**config.mk**
```make
export PLATFORM = sky130hd
export DESIGN_NAME = pdm_cic_decimator
export DESIGN_NICKNAME = d
export VERILOG_FILES = /design/src/rtl/pdm_cic_pkg.sv /design/src/rtl/pdm_cic_integrator.sv /design/src/rtl/pdm_cic_decimator.sv
export SDC_FILE = /design/constraint.sdc
export NUM_CORES = 1
export LEC_CHECK = 0
export ABC_AREA = 0
export BUFFER_PORTS_ARGS = -buffer_cell sky130_fd_sc_hd__buf_2
export CORE_ASPECT_RATIO = 1.75
export CORE_MARGIN = 1.5
export CORE_UTILIZATION = 55
export CTS_BUF_LIST = sky130_fd_sc_hd__clkbuf_8 sky130_fd_sc_hd__clkbuf_16
export DETAILED_ROUTE_END_ITERATION = 8
export PLACE_DENSITY = 0.74
export RECOVER_POWER = 100
export SYNTH_ARGS = -nofsm -noshare
export SYNTH_HDL_FRONTEND = slang
export SYNTH_HIERARCHICAL = 1
export SYNTH_SLANG_ARGS = --single-unit
```
**constraint.sdc**
```tcl
create_clock -name clk -period 4 [get_ports clk]
set_input_delay 0.2 -clock clk [delete_from_list [all_inputs] [get_ports clk]]
set_output_delay 0.2 -clock clk [all_outputs]
set_load 0.05 [all_outputs]
```
**src/rtl/pdm_cic_pkg.sv**
```systemverilog
// ============================================================================
// Module  : pdm_cic_pkg
// Brief   : Shared constants, width helper and warm-up state type for the
//           PDM-to-PCM CIC decimator.
// Revision: 1.0 - initial release
// ============================================================================
`default_nettype none

package pdm_cic_pkg;

   localparam int CIC_ORDER        = 2;
   localparam int DEC_LOG2_DEFAULT = 5;

   // One guard bit above the CIC gain R^ORDER so the full-scale value fits.
   function automatic int cic_width(input int dec_log2);
      return CIC_ORDER * dec_log2 + 1;
   endfunction

   typedef enum logic [1:0] {
      WARM0 = 2'd0,
      WARM1 = 2'd1,
      RUN   = 2'd2
   } warm_state_e;

endpackage

`default_nettype wire

```
**src/rtl/pdm_cic_integrator.sv**
```systemverilog
// ============================================================================
// Module  : cic_integrator
// Brief   : W-bit modulo accumulator, one integrator stage of the CIC.
// Revision: 1.0 - initial release
// ============================================================================
`default_nettype none

module cic_integrator #(
   parameter int W = 11
) (
   input  logic         clk,
   input  logic         rst_n,
   input  logic [W-1:0] din_i,
   output logic [W-1:0] acc_o
);

   logic [W-1:0] acc_q;

   // Overflow wraps on purpose; the comb stages cancel it.
   always_ff @(posedge clk or negedge rst_n) begin
      if (!rst_n) acc_q <= '0;
      else        acc_q <= acc_q + din_i;
   end

   assign acc_o = acc_q;

endmodule

`default_nettype wire

```
**src/rtl/pdm_cic_decimator.sv**
```systemverilog
// ============================================================================
// Module  : pdm_cic_decimator
// Brief   : Second-order CIC decimator, 1-bit PDM in, unsigned OUT_W-bit
//           samples out with a valid strobe every 2^DEC_LOG2 clocks.
// Revision: 1.0 - initial release
// ============================================================================
`default_nettype none

module pdm_cic_decimator
   import pdm_cic_pkg::*;
#(
   parameter int DEC_LOG2 = DEC_LOG2_DEFAULT,
   parameter int OUT_W    = 8
) (
   input  logic             clk,
   input  logic             rst_n,
   input  logic             pdm_in,
   output logic [OUT_W-1:0] sample,
   output logic             sample_valid
);

   localparam int             W       = cic_width(DEC_LOG2);
   localparam int             R       = 1 << DEC_LOG2;
   localparam int             SHIFT   = 2 * DEC_LOG2 - OUT_W;
   localparam logic [W-1:0]   SAT_MAX = W'(R * R - 1);

   logic [W-1:0]        i1_w;
   logic [W-1:0]        i2_w;
   logic [W-1:0]        c1_w;
   logic [W-1:0]        c2_w;
   logic [W-1:0]        sat_w;
   logic                event_w;

   logic [DEC_LOG2-1:0] phase_q;
   logic [W-1:0]        d1_q;
   logic [W-1:0]        d2_q;
   logic [OUT_W-1:0]    sample_q;
   logic                valid_q;
   warm_state_e         state_q;

   cic_integrator #(.W(W)) u_int1 (
      .clk   (clk),
      .rst_n (rst_n),
      .din_i ({{(W-1){1'b0}}, pdm_in}),
      .acc_o (i1_w)
   );

   cic_integrator #(.W(W)) u_int2 (
      .clk   (clk),
      .rst_n (rst_n),
      .din_i (i1_w),
      .acc_o (i2_w)
   );

   assign event_w = &phase_q;
   assign c1_w    = i2_w - d1_q;
   assign c2_w    = c1_w - d2_q;
   // Full-scale input gives exactly R*R, which would alias to zero after the shift.
   assign sat_w   = (c2_w > SAT_MAX) ? SAT_MAX : c2_w;

   always_ff @(posedge clk or negedge rst_n) begin
      if (!rst_n) begin
         phase_q  <= '0;
         d1_q     <= '0;
         d2_q     <= '0;
         sample_q <= '0;
         valid_q  <= 1'b0;
         state_q  <= WARM0;
      end else begin
         phase_q <= phase_q + DEC_LOG2'(1);
         valid_q <= 1'b0;
         if (event_w) begin
            d1_q     <= i2_w;
            d2_q     <= c1_w;
            sample_q <= OUT_W'(sat_w >> SHIFT);
            case (state_q)
               WARM0:   state_q <= WARM1;
               WARM1:   state_q <= RUN;
               default: begin
                  state_q <= RUN;
                  valid_q <= 1'b1;
               end
            endcase
         end
      end
   end

   assign sample       = sample_q;
   assign sample_valid = valid_q;

endmodule

`default_nettype wire
```
; ---- Word level (Yosys, flattened, before mapping)
; Index checks and enable logic that the tools add are counted.
[totals]
reg_bits = 60
latchBits = 0
mem_bits_rw = 0
romBits = 0
input_bits = 3
out_inout_bits = 9
word_cells = 22
memories = 0
[classes]
n_addsub = 5
mul = 0
n_div = 0
magnitude_cmp = 1
n_eq_ne = 1
shift = 0
muxes = 4
n_bitwise = 0
reduce_logical = 3
[ops]
columns = cell, n
row1 = $sub 11x11->11, 2
row2 = $add 11x1->11, 1
row3 = $add 11x11->11, 1
row4 = $gt 11x10->1 const B, 1
row5 = $mux 10, 1
row6 = $add 5x1->5 const B, 1
row7 = $reduce_and 5->1, 1
row8 = $eq 2x1->1 const B, 1
row9 = $logic_not 2->1, 1
row10 = $mux 1, 2
row11 = $mux 2, 1
row12 = $reduce_or 2->1, 1

; ---- Longest topological paths before layout
[depth]
ltp_word = 4
ltp_mapped = 16
depth_no_buf = 16

; ---- By module
; The synthesis kept the hierarchy.
[modules_own_cells]
columns = module, n_inst, cells_each, area_per_inst_um2, seq_area_each_um2
row1 = pdm_cic_decimator, 1, 245, 2314.7, 950.9
row2 = cic_integrator (u_int2), 1, 68, 749.5, 275.3
row3 = cic_integrator (u_int1), 1, 73, 728.2, 275.3

; ---- Worst setup path after synthesis
; OpenSTA, ideal clock, no wires.
[synth_path]
kind = flip-flop to flip-flop
from = register u_int2.acc_q[1] (netlist: u_int2/acc_o[1])
to = register sample_q[0] (netlist: sample[0])
setup_time_ns = 0.141
arrival_ns = 3.401
t_required_ns = 3.859
slack_ns = 0.458
path_stages_with_launch = 15
n_path_buf = 0
synth_period_minus_slack_ns = 3.542
cell_sequence = dfrtp_1 > ha_1 > nor2b_1 > o21ai_0 > a21boi_0 > o21ai_0 > nor2b_1 > xnor2_1 > ha_1 > or4_1 > o22a_2 > and4b_1 > a311oi_2 > xor2_2 > a31oi_1
[synth_between]
elab_chain_len = 4
[synth_lines]
columns = element, line
row1 = "start, declared", pdm_cic_integrator.sv:17  ; logic [W-1:0] acc_q;
row2 = "start signal, assigned", pdm_cic_integrator.sv:22  ; else acc_q <= acc_q + din_i;
row3 = $sub 11x11->11, pdm_cic_decimator.sv:56  ; assign c1_w = i2_w - d1_q;
row4 = named net c1_w[5], pdm_cic_decimator.sv:29  ; logic [W-1:0] c1_w;
row5 = $sub 11x11->11, pdm_cic_decimator.sv:57  ; assign c2_w = c1_w - d2_q;
row6 = $gt 11x10->1, pdm_cic_decimator.sv:59  ; assign sat_w = (c2_w > SAT_MAX) ? SAT_MAX : c2_w;
row7 = $mux 10, pdm_cic_decimator.sv:59
row8 = "end signal, assigned", pdm_cic_decimator.sv:75  ; sample_q <= OUT_W'(sat_w >> SHIFT);
row9 = "end, declared", pdm_cic_decimator.sv:37  ; logic [OUT_W-1:0] sample_q;
; The timed path passes the listed nets, and every way through them passes these cells.
; A chain may end at the register's enable or synchronous reset.

; ---- Worst setup path after layout
[layout_path]
from = register u_int2.acc_q[0] (netlist: u_int2/acc_o[0])
to = register sample_q[3] (netlist: sample[3])
; The elaborated chain is that of the path after synthesis.

==> flow_summary.ini <==
[sta]
layout_min_cycle_time_ps = 3733
max_freq_ghz = 0.2679
hold_violations = 0
worstMarginPinSlew_ps = 3196
period_share = 0.9333
rsz0062_at_grt = no
skew_ps = 5.451
relSlewSlack = -1.131
tns_ps = 0
finalSetupViolations = 0
drv_slew = 61
whs_ps = 114.5

[cts]
cts_tree = done
ctsRootBufferMaster = clkbuf_16
htree_levels = 3
clock-sinks = 60
cts_max_path_buffers = 2
clk_latency_ps = 330
numCtsBuffers = 9
clk_pin_slew_worst_paths_ps = 50

[yosys]
synth_xor_area_frac = 0.08281
ys_seq_area_frac = 0.3959
synthMuxAreaShare = 0.01749
yosys_warnings = 6
yosys.area_share.simple = 0.1320
async_reset_ff_frac = 1.000
synthCells = 386
synthAdderAreaFrac = 0.1597
synth_compound_area_frac = 0.1676
synth.distinct_cells = 49
synth_area_leaders = dfrtp_1 40%, ha_1 14%, xnor2_1 5.3%
synth_ff_type = dfrtp_1
netlist.area_leader.share = 0.3959
syn-mean-instance-area_um2 = 9.825
synth.cell_area_um2 = 3792
synth_top_area_cell = dfrtp_1
synth-seq-cells = 60
synth_top_family_by_area = compound AO/OA/AOI/OAI gates
synth_edf_count = 0

[placed_design]
gp_congestion = 0.7498
hpwlAfterDp_mm = 4.952
portBuffers = 11

[final_layout]
syn2layout_area_growth_pct = 10.72
fill_cells = 535
drive_above_1_share = 0.07838
antenna_cells = 0
nets = 465

[critical_path]
end_kind = flip-flop
required_ps = 4200
cp.arrival_ps = 3930
worstPathMaxFanout = 7
startpoint_type = flip-flop
critPathKind = reg2reg

[die]
die_area_um2 = 7422
initial_utilization = 0.5757
num_io_pins = 12
coreArea_um2 = 6588
chipHeight_um = 112.9
dieWidth_um = 65.77
rows = 39

[outcome]
status = finished, violations left
violations = capacitance limit, slew limit

[routing]
routed-via-count = 2727
detail_route.first_pass.iterations = 6
drtIter0Drc = 103
antenna_left = 0
drc_errors = 0
totalWireLength_mm = 6.663
viasPerCell = 5.421
wl_per_cell_um = 13.25

[grt]
grt_pass1_vias = 2803
antenna_found_initial = 0
grt_max_degree = 61
grt_pass1_wl_mm = 11.49
track_usage = 0.2020
grt_overflow = 0

[worst_hold_path]
hp-class = in2reg

[run]
cap_violations = 1
## metrics by stage
step	setup slack (ps)	util	instance area [um2]	instances
floorplan	458.2	-	3830	396
detailed placement	180.8	0.6057	3990	486
global placement	292.1	0.6057	3990	486
global route	42.03	0.6374	4199	503
CTS	141.8	0.6458	4254	502
finish	266.6	0.6374	4199	503
## logic make-up after synthesis
kind of cell / after synthesis
AND/OR/NAND/NOR: 101
adder cells (fa/ha/maj): 46
other: 1
flip-flops: 60
XOR/XNOR: 35
AO/OA/AOI/OAI: 93
buffers and inverters: 44
multiplexers: 6
## area by class of cell
type / count / area [um2] / share of cell area
Clock buffer: 10 / 239.0 / 0.05691
Clock inverter: 6 / 25.02 / 0.005959
Inverter: 38 / 142.6 / 0.03397
Multi-Input combinational cell: 292 / 2118 / 0.5045
Sequential cell: 60 / 1501 / 0.3576
Tap cell: 82 / 102.6 / 0.02443
Timing Repair Buffer: 15 / 70.07 / 0.01669
## path summary, 6_finish.rpt
kind	from	depth (start not counted)	slack, ps	to
worst min register to register	phase_q[0]	1	440	phase_q[0]
max in group asynchronous	rst_n	2	1170	d1_q[4]
min in group asynchronous	rst_n	2	1040	d2_q[2]
worst min-delay path	pdm_in	2	110	u_int1/acc_o[0]
worst max-delay path	u_int2/acc_o[0]	15	270	sample[3]
worst max register to register	u_int2/acc_o[0]	15	270	sample[3]
## what timing repair did
action / in CTS / in global routing
resized for setup: 0 / 2
endpoints found under the setup margin: 0 / 8
buffers inserted: 0 / 1
hold buffers: 0 / 0
## registers in the layout, summed over array words and instances, names as in the netlist
name and cells:
sample_valid 1, sample 8, phase_q 5, u_int2/acc_o 11, d2_q 11, d1_q 11, state_q 2, u_int1/acc_o 11
## critical path, stage by stage, from the launching register on
cell and delay [ps]:
dfrtp_1 400, inv_1 70, ha_1 180, fa_1 220, nor2b_1 70, o31ai_1 400
nand2b_1 160, xor2_1 180, ha_1 250, or4_1 480, o22a_2 230, and4b_1 200
a311oi_2 300, xor2_2 190, buf_4 180, a31oi_1 90
## cell usage after synthesis, types with 2 or more instances
cell type,instances
dfrtp_1,60
ha_1,42
inv_1,38
nor2_1,28
nand2_1,26
o21ai_0,26
xnor2_1,23
a21oi_1,17
xor2_1,11
a31oi_1,10
a21o_1,9
nand3_1,9
nor2b_1,6
nor3_1,6
o21a_1,6
clkbuf_1,5
mux2_2,5
nand2b_1,5
a211oi_1,4
a21oi_2,4
and2_1,4
fa_1,4
o2111ai_2,3
o31ai_1,3
or3_1,3
and3_1,2
nand3_2,2
nand4_1,2
o31a_1,2
or2_2,2
## metal layers
layer,part of all wire,track usage,vias up
li1,-,-,1390
met1,0.40,0.1885,1295
met2,0.55,0.3926,34
met3,0.024,0.04771,8
met4,0.021,0.09167,0
met5,0,0,-
## cells in the final DEF (no fill, tap or decap), types with 10 or more instances in the layout
master and count:
dfrtp_1 60, inv_1 42, ha_1 42, nor2_1 28, nand2_1 26, o21ai_0 25
xnor2_1 23, a21oi_1 20, xor2_1 11, conb_1 11, nand3_1 10, a31oi_1 10
clkbuf_1 10
Power is left out: the tool's default activity adds up to more than one toggle a clock period on the data nets, which glitch-free logic cannot reach.
